<file path="src/rtl/clk_strobe_pkg.sv">
// Shared types and constants for the clock strobe hub.
package clk_strobe_pkg;

    localparam int DIV_W_DEF = 16;
    localparam int DIV_OFF   = 0;

    typedef struct packed {
        logic [DIV_W_DEF-1:0] div;
        logic                 cascade;
    } chan_cfg_t;

endpackage

</file>
<file path="src/rtl/clk_strobe_chan.sv">
// One hub channel: divide counter, shadow config, enable strobe and divided waveform.
module clk_strobe_chan
    import clk_strobe_pkg::*;
#(
    parameter int DIV_W           = DIV_W_DEF,
    parameter int DEFAULT_DIV     = 10,
    parameter bit DEFAULT_CASCADE = 1'b1
) (
    input  logic             clk,
    input  logic             rst,
    input  logic             tick_i,
    input  logic             restart_i,
    input  logic             wr_i,
    input  logic [DIV_W-1:0] wr_div_i,
    input  logic             wr_cascade_i,
    output logic             cascade_o,
    output logic             strobe_o,
    output logic             div_clk_o,
    output logic             pending_o
);

    localparam logic [DIV_W-1:0] DIV_ZERO = DIV_W'(DIV_OFF);
    localparam logic [DIV_W-1:0] DIV_RST  = DIV_W'(DEFAULT_DIV);
    localparam logic [DIV_W-1:0] ONE      = DIV_W'(1);

    logic [DIV_W-1:0] cnt_q, cnt_d;
    logic [DIV_W-1:0] div_q, div_d;
    logic [DIV_W-1:0] sh_div_q, sh_div_d;
    logic             casc_q, casc_d;
    logic             sh_casc_q, sh_casc_d;
    logic             pend_q, pend_d;
    logic             strobe_q, strobe_d;
    logic             div_clk_q, div_clk_d;
    logic             enabled;
    logic             wrap;
    logic [DIV_W:0]   half;

    // NOTE: every always_comb output gets a default first so no path leaves it unassigned (no latch).
    always_comb begin
        enabled   = (div_q != DIV_ZERO);
        wrap      = tick_i && enabled && (cnt_q == div_q - ONE);
        // Extra bit keeps (div+1)/2 exact at the largest divide ratio.
        half      = ({1'b0, div_q} + (DIV_W+1)'(1)) >> 1;
        cnt_d     = cnt_q;
        div_d     = div_q;
        casc_d    = casc_q;
        sh_div_d  = sh_div_q;
        sh_casc_d = sh_casc_q;
        pend_d    = pend_q;
        strobe_d  = 1'b0;
        div_clk_d = div_clk_q;

        if (restart_i) begin
            cnt_d = '0;
            if (wr_i) begin
                div_d  = wr_div_i;
                casc_d = wr_cascade_i;
            end else if (pend_q) begin
                div_d  = sh_div_q;
                casc_d = sh_casc_q;
            end
            pend_d    = 1'b0;
            div_clk_d = (div_d != DIV_ZERO);
        end else if (!enabled) begin
            cnt_d     = '0;
            div_clk_d = 1'b0;
            if (wr_i) begin
                div_d  = wr_div_i;
                casc_d = wr_cascade_i;
                pend_d = 1'b0;
            end
        end else begin
            if (tick_i) begin
                cnt_d     = wrap ? '0 : cnt_q + ONE;
                strobe_d  = wrap;
                div_clk_d = ({1'b0, cnt_d} < half);
            end
            if (wr_i) begin
                sh_div_d  = wr_div_i;
                sh_casc_d = wr_cascade_i;
                pend_d    = 1'b1;
            end
            // A write landing on the wrap edge itself is taken at that wrap.
            if (wrap && pend_d) begin
                div_d  = sh_div_d;
                casc_d = sh_casc_d;
                pend_d = 1'b0;
            end
        end
    end

    // NOTE: state registers use non-blocking assignment so all channels update from pre-edge values.
    always_ff @(posedge clk) begin
        if (rst) begin
            cnt_q     <= '0;
            div_q     <= DIV_RST;
            casc_q    <= DEFAULT_CASCADE;
            // NOTE: shadow config is reset too, so a reset discards any pending write.
            sh_div_q  <= DIV_RST;
            sh_casc_q <= DEFAULT_CASCADE;
            pend_q    <= 1'b0;
            strobe_q  <= 1'b0;
            div_clk_q <= 1'b0;
        end else begin
            cnt_q     <= cnt_d;
            div_q     <= div_d;
            casc_q    <= casc_d;
            sh_div_q  <= sh_div_d;
            sh_casc_q <= sh_casc_d;
            pend_q    <= pend_d;
            strobe_q  <= strobe_d;
            div_clk_q <= div_clk_d;
        end
    end

    assign cascade_o = casc_q;
    assign strobe_o  = strobe_q;
    assign div_clk_o = div_clk_q;
    assign pending_o = pend_q;

endmodule

</file>
<file path="src/rtl/clk_strobe_hub.sv">
// N-channel enable-strobe hub: config decode, cascade tick chain and channel array.
module clk_strobe_hub
    import clk_strobe_pkg::*;
#(
    parameter int N_CHAN          = 4,
    parameter int DIV_W           = DIV_W_DEF,
    parameter int DEFAULT_DIV     = 10,
    parameter bit DEFAULT_CASCADE = 1'b1,
    parameter int CHAN_W          = (N_CHAN > 1) ? $clog2(N_CHAN) : 1
) (
    input  logic              clk,
    input  logic              rst,
    input  logic              cfg_valid,
    output logic              cfg_ready,
    input  logic [CHAN_W-1:0] cfg_chan,
    input  logic [DIV_W-1:0]  cfg_div,
    input  logic              cfg_cascade,
    input  logic              sync_restart,
    output logic [N_CHAN-1:0] strobe,
    output logic [N_CHAN-1:0] div_clk,
    output logic [N_CHAN-1:0] cfg_pending
);

    logic              cfg_ready_q;
    logic              accept;
    logic [N_CHAN-1:0] cascade;
    logic [N_CHAN-1:0] prev_strobe;
    logic [N_CHAN-1:0] tick;
    logic [N_CHAN-1:0] wr;

    always_ff @(posedge clk) begin
        cfg_ready_q <= ~rst;
    end

    assign cfg_ready = cfg_ready_q;
    assign accept    = cfg_valid && cfg_ready_q;

    // Channel 0 sees a constant 1 upstream, so it always ticks regardless of its cascade bit.
    if (N_CHAN > 1) begin : g_chain
        assign prev_strobe = {strobe[N_CHAN-2:0], 1'b1};
    end else begin : g_single
        assign prev_strobe = 1'b1;
    end

    assign tick = ~cascade | prev_strobe;

    for (genvar i = 0; i < N_CHAN; i++) begin : g_chan
        assign wr[i] = accept && (cfg_chan == CHAN_W'(i));

        clk_strobe_chan #(
            .DIV_W          (DIV_W),
            .DEFAULT_DIV    (DEFAULT_DIV),
            .DEFAULT_CASCADE(DEFAULT_CASCADE)
        ) u_chan (
            .clk         (clk),
            .rst         (rst),
            .tick_i      (tick[i]),
            .restart_i   (sync_restart),
            .wr_i        (wr[i]),
            .wr_div_i    (cfg_div),
            .wr_cascade_i(cfg_cascade),
            .cascade_o   (cascade[i]),
            .strobe_o    (strobe[i]),
            .div_clk_o   (div_clk[i]),
            .pending_o   (cfg_pending[i])
        );
    end

endmodule

</file>
<file path="config.mk">
export PLATFORM = sky130hd
export DESIGN_NAME = clk_strobe_hub
export DESIGN_NICKNAME = d
export VERILOG_FILES = /design/src/rtl/clk_strobe_pkg.sv /design/src/rtl/clk_strobe_chan.sv /design/src/rtl/clk_strobe_hub.sv
export SDC_FILE = /design/constraint.sdc
export NUM_CORES = 1
export LEC_CHECK = 0
export CAP_MARGIN = 20
export CORE_ASPECT_RATIO = 0.8
export CORE_MARGIN = 3
export CORE_UTILIZATION = 47
export CTS_BUF_LIST = sky130_fd_sc_hd__clkbuf_16
export DETAILED_ROUTE_END_ITERATION = 12
export PLACE_DENSITY = 0.66
export SLEW_MARGIN = 20
export SYNTH_ARGS = -nofsm -noshare
export SYNTH_HDL_FRONTEND = slang
export SYNTH_SLANG_ARGS = --single-unit
export TNS_END_PERCENT = 10
</file>
<file path="constraint.sdc">
create_clock -name clk -period 5 [get_ports clk]
set_clock_uncertainty 0.15 [all_clocks]
set_input_delay 1.5 -clock clk [delete_from_list [all_inputs] [get_ports clk]]
set_output_delay 1.5 -clock clk [all_outputs]
set_load 0.01 [all_outputs]
</file>
==> results of run 1 <==
-- worst max path at each step --
stage	slack, ns	start	cells past startpoint	endpoint
floorplan	0.15	g_chan[3].u_chan.div_q[0]$_SDFFE_PP0P_	22	g_chan[3].u_chan.div_clk_o$_SDFFE_PP0P_
global placement	0.38	g_chan[0].u_chan.div_q[5]$_SDFFE_PP0P_	16	g_chan[0].u_chan.div_clk_o$_SDFF_PP0_
detailed placement	0.30	g_chan[2].u_chan.div_q[0]$_SDFFE_PP0P_	15	g_chan[2].u_chan.div_clk_o$_SDFFE_PP0P_
CTS	0.28	g_chan[2].u_chan.div_q[0]$_SDFFE_PP0P_	15	g_chan[2].u_chan.div_clk_o$_SDFFE_PP0P_
global route	-0.007	g_chan[3].u_chan.div_q[0]$_SDFFE_PP0P_	19	g_chan[3].u_chan.div_clk_o$_SDFFE_PP0P_
finish	0.35	g_chan[1].u_chan.div_q[0]$_SDFFE_PP0P_	18	g_chan[1].u_chan.div_clk_o$_SDFFE_PP0P_
-- per-layer routing --
layer | up-vias | track usage
li1 | 7863 | -
met1 | 7715 | 0.386
met2 | 599 | 0.400
met3 | 86 | 0.0400
met4 | 0 | 0.0654
met5 | - | 0
-- power groups by stage --
stage / clock (mW) / sequential [mW] / combinational [mW]
floorplan: 0 / 1.77 / 0.435
CTS: 2.03 / 1.78 / 0.579
global route: 2.08 / 1.78 / 0.645
detailed placement: 0 / 1.81 / 0.575
global placement: 0 / 1.81 / 0.567
finish: 1.99 / 1.78 / 0.592
-- cell families after synthesis --
group                      share of synthesized area
AOI/OAI and AO/OA                              0.180
xor gates and xnor gates                      0.0967
adders and majority gates                     0.0541
buffers and inverters                         0.0617
DFF                                            0.254
muxes                                         0.0830
and+or+nand+nor                                0.271
-- state kept, by name, summed over array words and instances, names as in the netlist --
name / flops
cfg_ready: 1
g_chan.u_chan.cascade_o: 3
g_chan.u_chan.cnt_q: 64
g_chan.u_chan.div_clk_o: 4
g_chan.u_chan.div_q: 64
g_chan.u_chan.pending_o: 4
g_chan.u_chan.sh_casc_q: 3
g_chan.u_chan.sh_div_q: 64
g_chan.u_chan.strobe_o: 4
-- through the flow --
step           total power [mW]   util
3_3_place_gp               2.38  0.498
6_report                   4.37  0.525
5_1_grt                    4.51  0.525
2_1_floorplan              2.20      -
4_1_cts                    4.39  0.523
3_5_place_dp               2.39  0.498
-- repair_timing --
| action | in CTS | in global routing |
|---|---|---|
| hold buffers | 0 | 0 |
| setup endpoints to repair | 0 | 3 |
| resized for setup | 0 | 5 |
| endpoints found under the hold margin | 0 | 0 |
-- cell type report --
| type | count | share of cell area |
|---|---|---|
| Clock buffer | 25 | 0.0342 |
| Timing Repair Buffer | 119 | 0.0546 |
| Clock inverter | 20 | 0.0135 |
| Tap cell | 472 | 0.0323 |
| Sequential cell | 211 | 0.231 |
| Inverter | 35 | 0.00718 |
| Multi-Input combinational cell | 1800 | 0.627 |
-- layout by cell type, fill, tap and decap left out, types with 33 or more instances in the layout --
cell / count
sky130_fd_sc_hd__and3_1: 34
sky130_fd_sc_hd__xnor2_1: 91
sky130_fd_sc_hd__inv_1: 39
sky130_fd_sc_hd__clkdlybuf4s50_1: 33
sky130_fd_sc_hd__nor3_1: 64
sky130_fd_sc_hd__a21oi_1: 179
sky130_fd_sc_hd__mux2i_1: 110
sky130_fd_sc_hd__buf_4: 83
sky130_fd_sc_hd__ha_1: 72
sky130_fd_sc_hd__nand4_1: 37
sky130_fd_sc_hd__nand2_1: 301
sky130_fd_sc_hd__o21ai_0: 67
sky130_fd_sc_hd__dfxtp_1: 211
sky130_fd_sc_hd__nor2_1: 250
sky130_fd_sc_hd__nand3_1: 92
sky130_fd_sc_hd__xor2_1: 93
-- critical path, delay by kind of cell, from the launching register on --
family | cells | cell delay, ns
AO/OA/AOI/OAI | 4 | 0.41
adder cells (fa/ha/maj) | 2 | 0.54
AND/OR/NAND/NOR | 9 | 2.42
buffers and inverters | 2 | 0.39
flip-flops | 1 | 0.38
XOR/XNOR | 1 | 0.19
==> PnR_summary.wiki, run 1 <==
{| class="wikitable"
! Metric !! Value
|-
| Cell area after synthesis || 16,700 um^2
|-
| Area growth, synth to finish || 9.80%
|-
| Number of enable-type register cells in the synthesized netlist || 0
|-
| Layout cell share with drive strength beyond 1 || 0.0828
|-
| Min-Delay Path Depth || 2
|-
| Routed vias/inst || 6.06
|-
| Vias in the first global route || 14,884
|-
| Iter 0 DRT Violations || 1,495
|-
| Total cell area at the placement stage || 17,400 um^2
|-
| Number of cell rows || 61
|-
| Wire length of the first global-routing pass || 81,700 um
|-
| Dominant register cell in the synthesized netlist || sky130_fd_sc_hd__dfxtp_1
|-
| Max FO, Critical Path || 10
|-
| CP peak stage delay || 0.64 ns
|-
| Clock Sinks || 211
|-
| Least setup slack across all paths after layout || 0.355 ns
|-
| Critical Path Start Type || flop
|-
| Largest cells by area after synthesis || sky130_fd_sc_hd__dfxtp_1, sky130_fd_sc_hd__nand2_1, sky130_fd_sc_hd__mux2i_1, sky130_fd_sc_hd__nor2_1, sky130_fd_sc_hd__ha_1
|-
| Footprint of the multi-input gates || 11,500 um^2
|-
| CP Data Required Time || 5.26 ns
|-
| DR WL met2 || 22,300 um
|-
| Buffers on Ports || 35
|-
| Flip-flop and latch area || 4220 um^2
|-
| Number of design rule violations left after detail routing || 0
|-
| Unrepaired setup endpoints after global routing || true
|-
| GR Util All Layers || 0.262
|-
| Slowest stage cell on the critical path || sky130_fd_sc_hd__or4b_2
|-
| Count of unique library cells instantiated by Yosys || 80
|-
| CTS H-Tree Depth || 1
|-
| Core footprint || 34,900 um^2
|-
| Worst slack at placement || 0.296 ns
|-
| I/O pin total || 36
|-
| Detailed Routing Iterations Pass 1 || 5
|-
| Arrival time at the worst endpoint || 4.90 ns
|-
| Startpoint of the most critical register-to-register path || g_chan[1].u_chan.div_q[0]$_SDFFE_PP0P_
|-
| Share of total power in sequential cells || 0.408
|-
| Routed via count || 16,263
|-
| Post-layout net count || 2,287
|-
| Top routing layer in use || met4
|-
| Post-synthesis register bit count || 211
|-
| Part of the cycle the worst path needs || 0.929
|-
| Max-Slew Margin vs Limit || 0.315
|-
| Initial cell density of the core || 0.478
|-
| Max VDD drop || 0.236 mV
|-
| Fraction of synthesis flops using an asynchronous set or reset pin || 0
|-
| Static leakage || 6.91 nW
|-
| Share of the synthesized area in the top cell type || 0.254
|-
| Worst min-delay path class || flop to flop
|-
| End point of the most critical hold path || g_chan[1].u_chan.sh_casc_q$_SDFFE_PP1P_
|-
| Nature of the critical path endpoint || flop
|-
| Per-cell routed wire length || 19.2 um
|-
| Number of maximum-capacitance constraint violations || 0
|-
| Clock latency on the worst-skew pair || 0.55 ns
|-
| Met3 routed wirelength || 3710 um
|-
| Final HPWL from detailed placement || 37,300 um
|-
| Worst r2r dst || g_chan[1].u_chan.div_clk_o$_SDFFE_PP0P_
|-
| Fillers || 3,382
|-
| Clock slew at the register clock pins of the worst setup and hold paths || 0.06 ns
|-
| Switching Power || 1.21 mW
|-
| Die Y || 174 um
|-
| Buffer cell driving the clock tree root || sky130_fd_sc_hd__clkbuf_16
|-
| Synthesized netlist net count || 2,356
|-
| Hold path startpoint || g_chan[1].u_chan.sh_casc_q$_SDFFE_PP1P_
|-
| Endpoints failing hold || 0
|-
| Cells after Synth || 2,261
|-
| Status || completed
|-
| Worst setup path class || flop to flop
|-
| Placer's final routability congestion estimate || 0.915
|-
| Floorplan die area || 37,800 um^2
|-
| Chip Width || 217 um
|-
| Clock buffers created by TritonCTS || 25
|-
| Synth Area per Inst || 7.37 um^2
|-
| Most common cell in the synthesized netlist || sky130_fd_sc_hd__nand2_1
|-
| Most numerous cell types in the synthesized netlist || sky130_fd_sc_hd__nand2_1, sky130_fd_sc_hd__nor2_1, sky130_fd_sc_hd__dfxtp_1, sky130_fd_sc_hd__a21oi_1, sky130_fd_sc_hd__clkbuf_1
|-
| CTS Buffer Depth || 3
|-
| Antenna Cells || 0
|-
| WL met1 || 24,200 um
|-
| Antenna violations before repair || 0
|-
| Cell total after placement || 2,636
|-
| Sequential-to-total area share from yosys stat || 0.254
|-
| Final Hold Slack || 0.319 ns
|-
| Worst Reg-to-Reg Cells || 18
|-
| Slew at the pin closest to its max-slew limit || 1.03 ns
|-
| Post-CTS Setup Bufs || 0
|-
| Internal power consumption || 3.16 mW
|-
| R2R Setup Slk || 0.35 ns
|-
| Final count of pins violating max slew || 0
|-
| Finished Cell Area || 18,300 um^2
|-
| Combinational group share of total power || 0.136
|-
| # setup viols final || 0
|-
| Power Density || 239 nW/um^2
|-
| CTS tree || yes
|-
| Post-route antenna net violation count || 0
|-
| Pin count of the biggest net entering global routing || 65
|-
| Sum Neg Setup Slack || 0 ns
|-
| Library cell occupying the most area in the post-synthesis netlist || sky130_fd_sc_hd__dfxtp_1
|-
| Post-layout minimum cycle time || 4.65 ns
|-
| Clock Power Share || 0.457
|-
| Synth Warn # || 0
|-
| Ordered list of cells on the worst path || inv_1 -> ha_1 -> or4b_2 -> nor4b_1 -> xnor2_1 -> nand3_1 -> nor4_2 -> buf_4 -> nor2_1 -> ha_1 -> nand4_1 -> or3_1 -> nor3_1 -> o21ai_0 -> o211ai_1 -> nor3_1 -> o21ai_0 -> o22ai_1
|-
| Final global-route overflow total || 0
|-
| Filler-free cell count of the finished design || 2,682
|-
| Routed Wire Length || 51,400 um
|-
| Switching part of the total || 0.276
|-
| Fmax || 0.215 GHz
|}
No activity file was read; power rests on OpenSTA's default activity.
==> run 2: changes to the inputs <==
--- a/config.mk
+++ b/config.mk
@@ -8,10 +8,9 @@
 export CAP_MARGIN = 20
 export CORE_ASPECT_RATIO = 0.8
 export CORE_MARGIN = 3
-export CORE_UTILIZATION = 47
+export CORE_UTILIZATION = 27
 export CTS_BUF_LIST = sky130_fd_sc_hd__clkbuf_16
 export DETAILED_ROUTE_END_ITERATION = 12
-export PLACE_DENSITY = 0.66
 export SLEW_MARGIN = 20
 export SYNTH_ARGS = -nofsm -noshare
 export SYNTH_HDL_FRONTEND = slang
==> PnR_summary.wiki, run 2 (synthesis gave the netlist of run 1 again) <==
{| class="wikitable"
! Metric !! Value
|-
| Largest registers || g_chan.u_chan.cnt_q (64), g_chan.u_chan.div_q (64), g_chan.u_chan.sh_div_q (64)
|-
| Clock latency on the worst-skew pair || 0.56 ns (about the same)
|-
| Sum Neg Setup Slack || 0 ns (unchanged)
|-
| Clock Sinks || 211 (unchanged)
|-
| Critical Path Start Type || flop
|-
| Finished Cell Area || 18,700 um^2 (+2.2%)
|-
| Final count of pins violating max slew || 0 (unchanged)
|-
| Pin count of the biggest net entering global routing || 79 (+22%)
|-
| Buffers on Ports || 35 (unchanged)
|-
| Status || completed
|-
| Hold buffers post-CTS || 0 (unchanged)
|-
| Per-cell routed wire length || 17.3 um (-9.5%)
|-
| Clock slew at the register clock pins of the worst setup and hold paths || 0.06 ns (about the same)
|-
| Filler-free cell count of the finished design || 3,039 (+13%)
|-
| Number of maximum-capacitance constraint violations || 0 (unchanged)
|-
| CP peak stage delay || 0.64 ns (about the same)
|-
| Antenna violations before repair || 3 (+3)
|-
| Part of the cycle the worst path needs || 0.940 (+0.0113)
|-
| Unrepaired setup endpoints after global routing || false
|-
| Die Y || 228 um (+31%)
|-
| CP Data Required Time || 5.33 ns (+0.07 ns)
|-
| Max VDD drop || 0.273 mV (+16%)
|-
| Worst slack at placement || 0.274 ns (-0.0221 ns)
|-
| Power Density || 227 nW/um^2 (-4.7%)
|-
| Arrival time at the worst endpoint || 5.04 ns (+0.14 ns)
|-
| CTS tree || yes
|-
| Number of design rule violations left after detail routing || 0 (unchanged)
|-
| Core footprint || 60,400 um^2 (+73%)
|-
| Slowest stage cell on the critical path || sky130_fd_sc_hd__or4_1
|-
| # setup viols final || 0 (unchanged)
|-
| Vias in the first global route || 14,504 (-2.6%)
|-
| Slew at the pin closest to its max-slew limit || 0.960 ns (-0.0661 ns)
|-
| Nature of the critical path endpoint || flop
|-
| Buffer cell driving the clock tree root || sky130_fd_sc_hd__clkbuf_16
|-
| CTS Buffer Depth || 3 (unchanged)
|-
| Wire length of the first global-routing pass || 84,400 um (+3.3%)
|-
| GR Util All Layers || 0.157 (-0.105)
|-
| Post-route antenna net violation count || 0 (unchanged)
|-
| Cts repair resizes || 0 (unchanged)
|-
| Post-layout minimum cycle time || 4.70 ns (+0.0563 ns)
|-
| Post-layout net count || 2,292 (+0.22%)
|-
| Worst setup path class || flop to flop
|-
| Endpoints failing hold || 0 (unchanged)
|-
| CTS H-Tree Depth || 1 (unchanged)
|-
| Chip Width || 284 um (+31%)
|-
| Final HPWL from detailed placement || 38,400 um (+3.0%)
|-
| Most frequent cells in the layout || sky130_fd_sc_hd__nand2_1, sky130_fd_sc_hd__nor2_1, sky130_fd_sc_hd__dfxtp_1
|-
| Worst min-delay path class || flop to flop
|-
| Initial cell density of the core || 0.276 (-0.202)
|-
| Cell total after placement || 2,990 (+13%)
|-
| Detailed Routing Iterations Pass 1 || 5 (unchanged)
|-
| R2R Setup Slk || 0.30 ns (-0.06 ns)
|-
| Floorplan die area || 64,700 um^2 (+71%)
|-
| Max-Slew Margin vs Limit || 0.358 (+0.0426)
|-
| Iter 0 DRT Violations || 1,586 (+6.1%)
|-
| Most common cell after layout, fill and taps aside || sky130_fd_sc_hd__nand2_1
|-
| Placer's final routability congestion estimate || 0.884 (-3.5%)
|-
| Routed vias/inst || 5.24 (-14%)
|-
| Layout cell share with drive strength beyond 1 || 0.0857 (+0.00293)
|-
| Least setup slack across all paths after layout || 0.299 ns (-0.0563 ns)
|-
| Number of cell rows || 80 (+31%)
|-
| Routed Wire Length || 52,700 um (+2.5%)
|-
| Routed via count || 15,933 (-2.0%)
|-
| Static leakage || 6.90 nW (about the same)
|-
| Ordered list of cells on the worst path || inv_1 -> ha_1 -> or4b_1 -> or4_1 -> a2111o_1 -> nor4_4 -> buf_4 -> nor2_1 -> ha_1 -> a21o_1 -> a21oi_1 -> nor2b_1 -> o21ai_0 -> nand2b_1 -> a21oi_1 -> o221ai_1 -> o2bb2ai_1
|-
| Fmax || 0.213 GHz (-1.2%)
|-
| Final global-route overflow total || 0 (unchanged)
|-
| Max FO, Critical Path || 27 (+17)
|-
| I/O pin total || 36 (unchanged)
|-
| Clock buffers created by TritonCTS || 25 (unchanged)
|-
| Area growth, synth to finish || 12.2%
|-
| Total cell area at the placement stage || 17,800 um^2 (+2.7%)
|-
| Post-CTS Setup Bufs || 0 (unchanged)
|}
[run 2: cell count changes in the layout (fill, tap and decap cells not counted), moves of 3 or more]
cell                        before  now
sky130_fd_sc_hd__inv_1          39   36
sky130_fd_sc_hd__clkinv_2        2    8
sky130_fd_sc_hd__bufinv_16       6    3
sky130_fd_sc_hd__buf_4          83   91
sky130_fd_sc_hd__diode_2         0    3
[run 2: layout make-up]
cell class / instances / area (um^2)
Antenna cell: 3 / 7.51
Clock buffer: 25 / 626
Clock inverter: 21 / 176
Fill cell: 6483 / 41700
Inverter: 35 / 131
Multi-Input combinational cell: 1800 / 11500
Sequential cell: 211 / 4220
Tap cell: 820 / 1030
Timing Repair Buffer: 124 / 1010
[run 2: worst paths after layout]
check                                               start                                       to  depth (start not counted)
setup reg to reg   g_chan[2].u_chan.div_q[0]$_SDFFE_PP0P_  g_chan[2].u_chan.div_clk_o$_SDFFE_PP0P_                         17
hold / removal    g_chan[2].u_chan.sh_casc_q$_SDFFE_PP1P_  g_chan[2].u_chan.sh_casc_q$_SDFFE_PP1P_                          2
hold reg to reg   g_chan[2].u_chan.sh_casc_q$_SDFFE_PP1P_  g_chan[2].u_chan.sh_casc_q$_SDFFE_PP1P_                          2
setup / recovery   g_chan[2].u_chan.div_q[0]$_SDFFE_PP0P_  g_chan[2].u_chan.div_clk_o$_SDFFE_PP0P_                         17
[run 2: stage by stage]
step	power, mW	utilization	hold slack [ns]
floorplan	2.20	-	0.290
global placement	2.40	0.296	0.308
detailed placement	2.40	0.296	0.308
CTS	4.27	0.309	0.321
global route	4.40	0.310	0.342
finish	4.25	0.310	0.318
[run 2: worst max-delay path: cells and delay by family, from the launching register on]
family          cells  cell delay [ns]
simple gates        6             1.81
compound gates      7             1.40
buf+inv             2             0.43
fa+ha+maj           2             0.54
flops               1             0.31
[run 2: where the power goes]
| group | switching, mW | total [mW] | internal [mW] |
|---|---|---|---|
| Combinational | 0.373 | 0.606 | 0.232 |
| Sequential | 0.0590 | 1.77 | 1.72 |
| Clock | 0.807 | 1.87 | 1.06 |
| Total | 1.24 | 4.25 | 3.01 |
[run 2: layer usage]
layer,routed length (um),GRT usage,vias up
met5,0,0,-
met2,21800,0.229,524
met1,26300,0.243,7508
li1,-,-,7856
met4,834,0.0275,0
met3,3790,0.0219,45
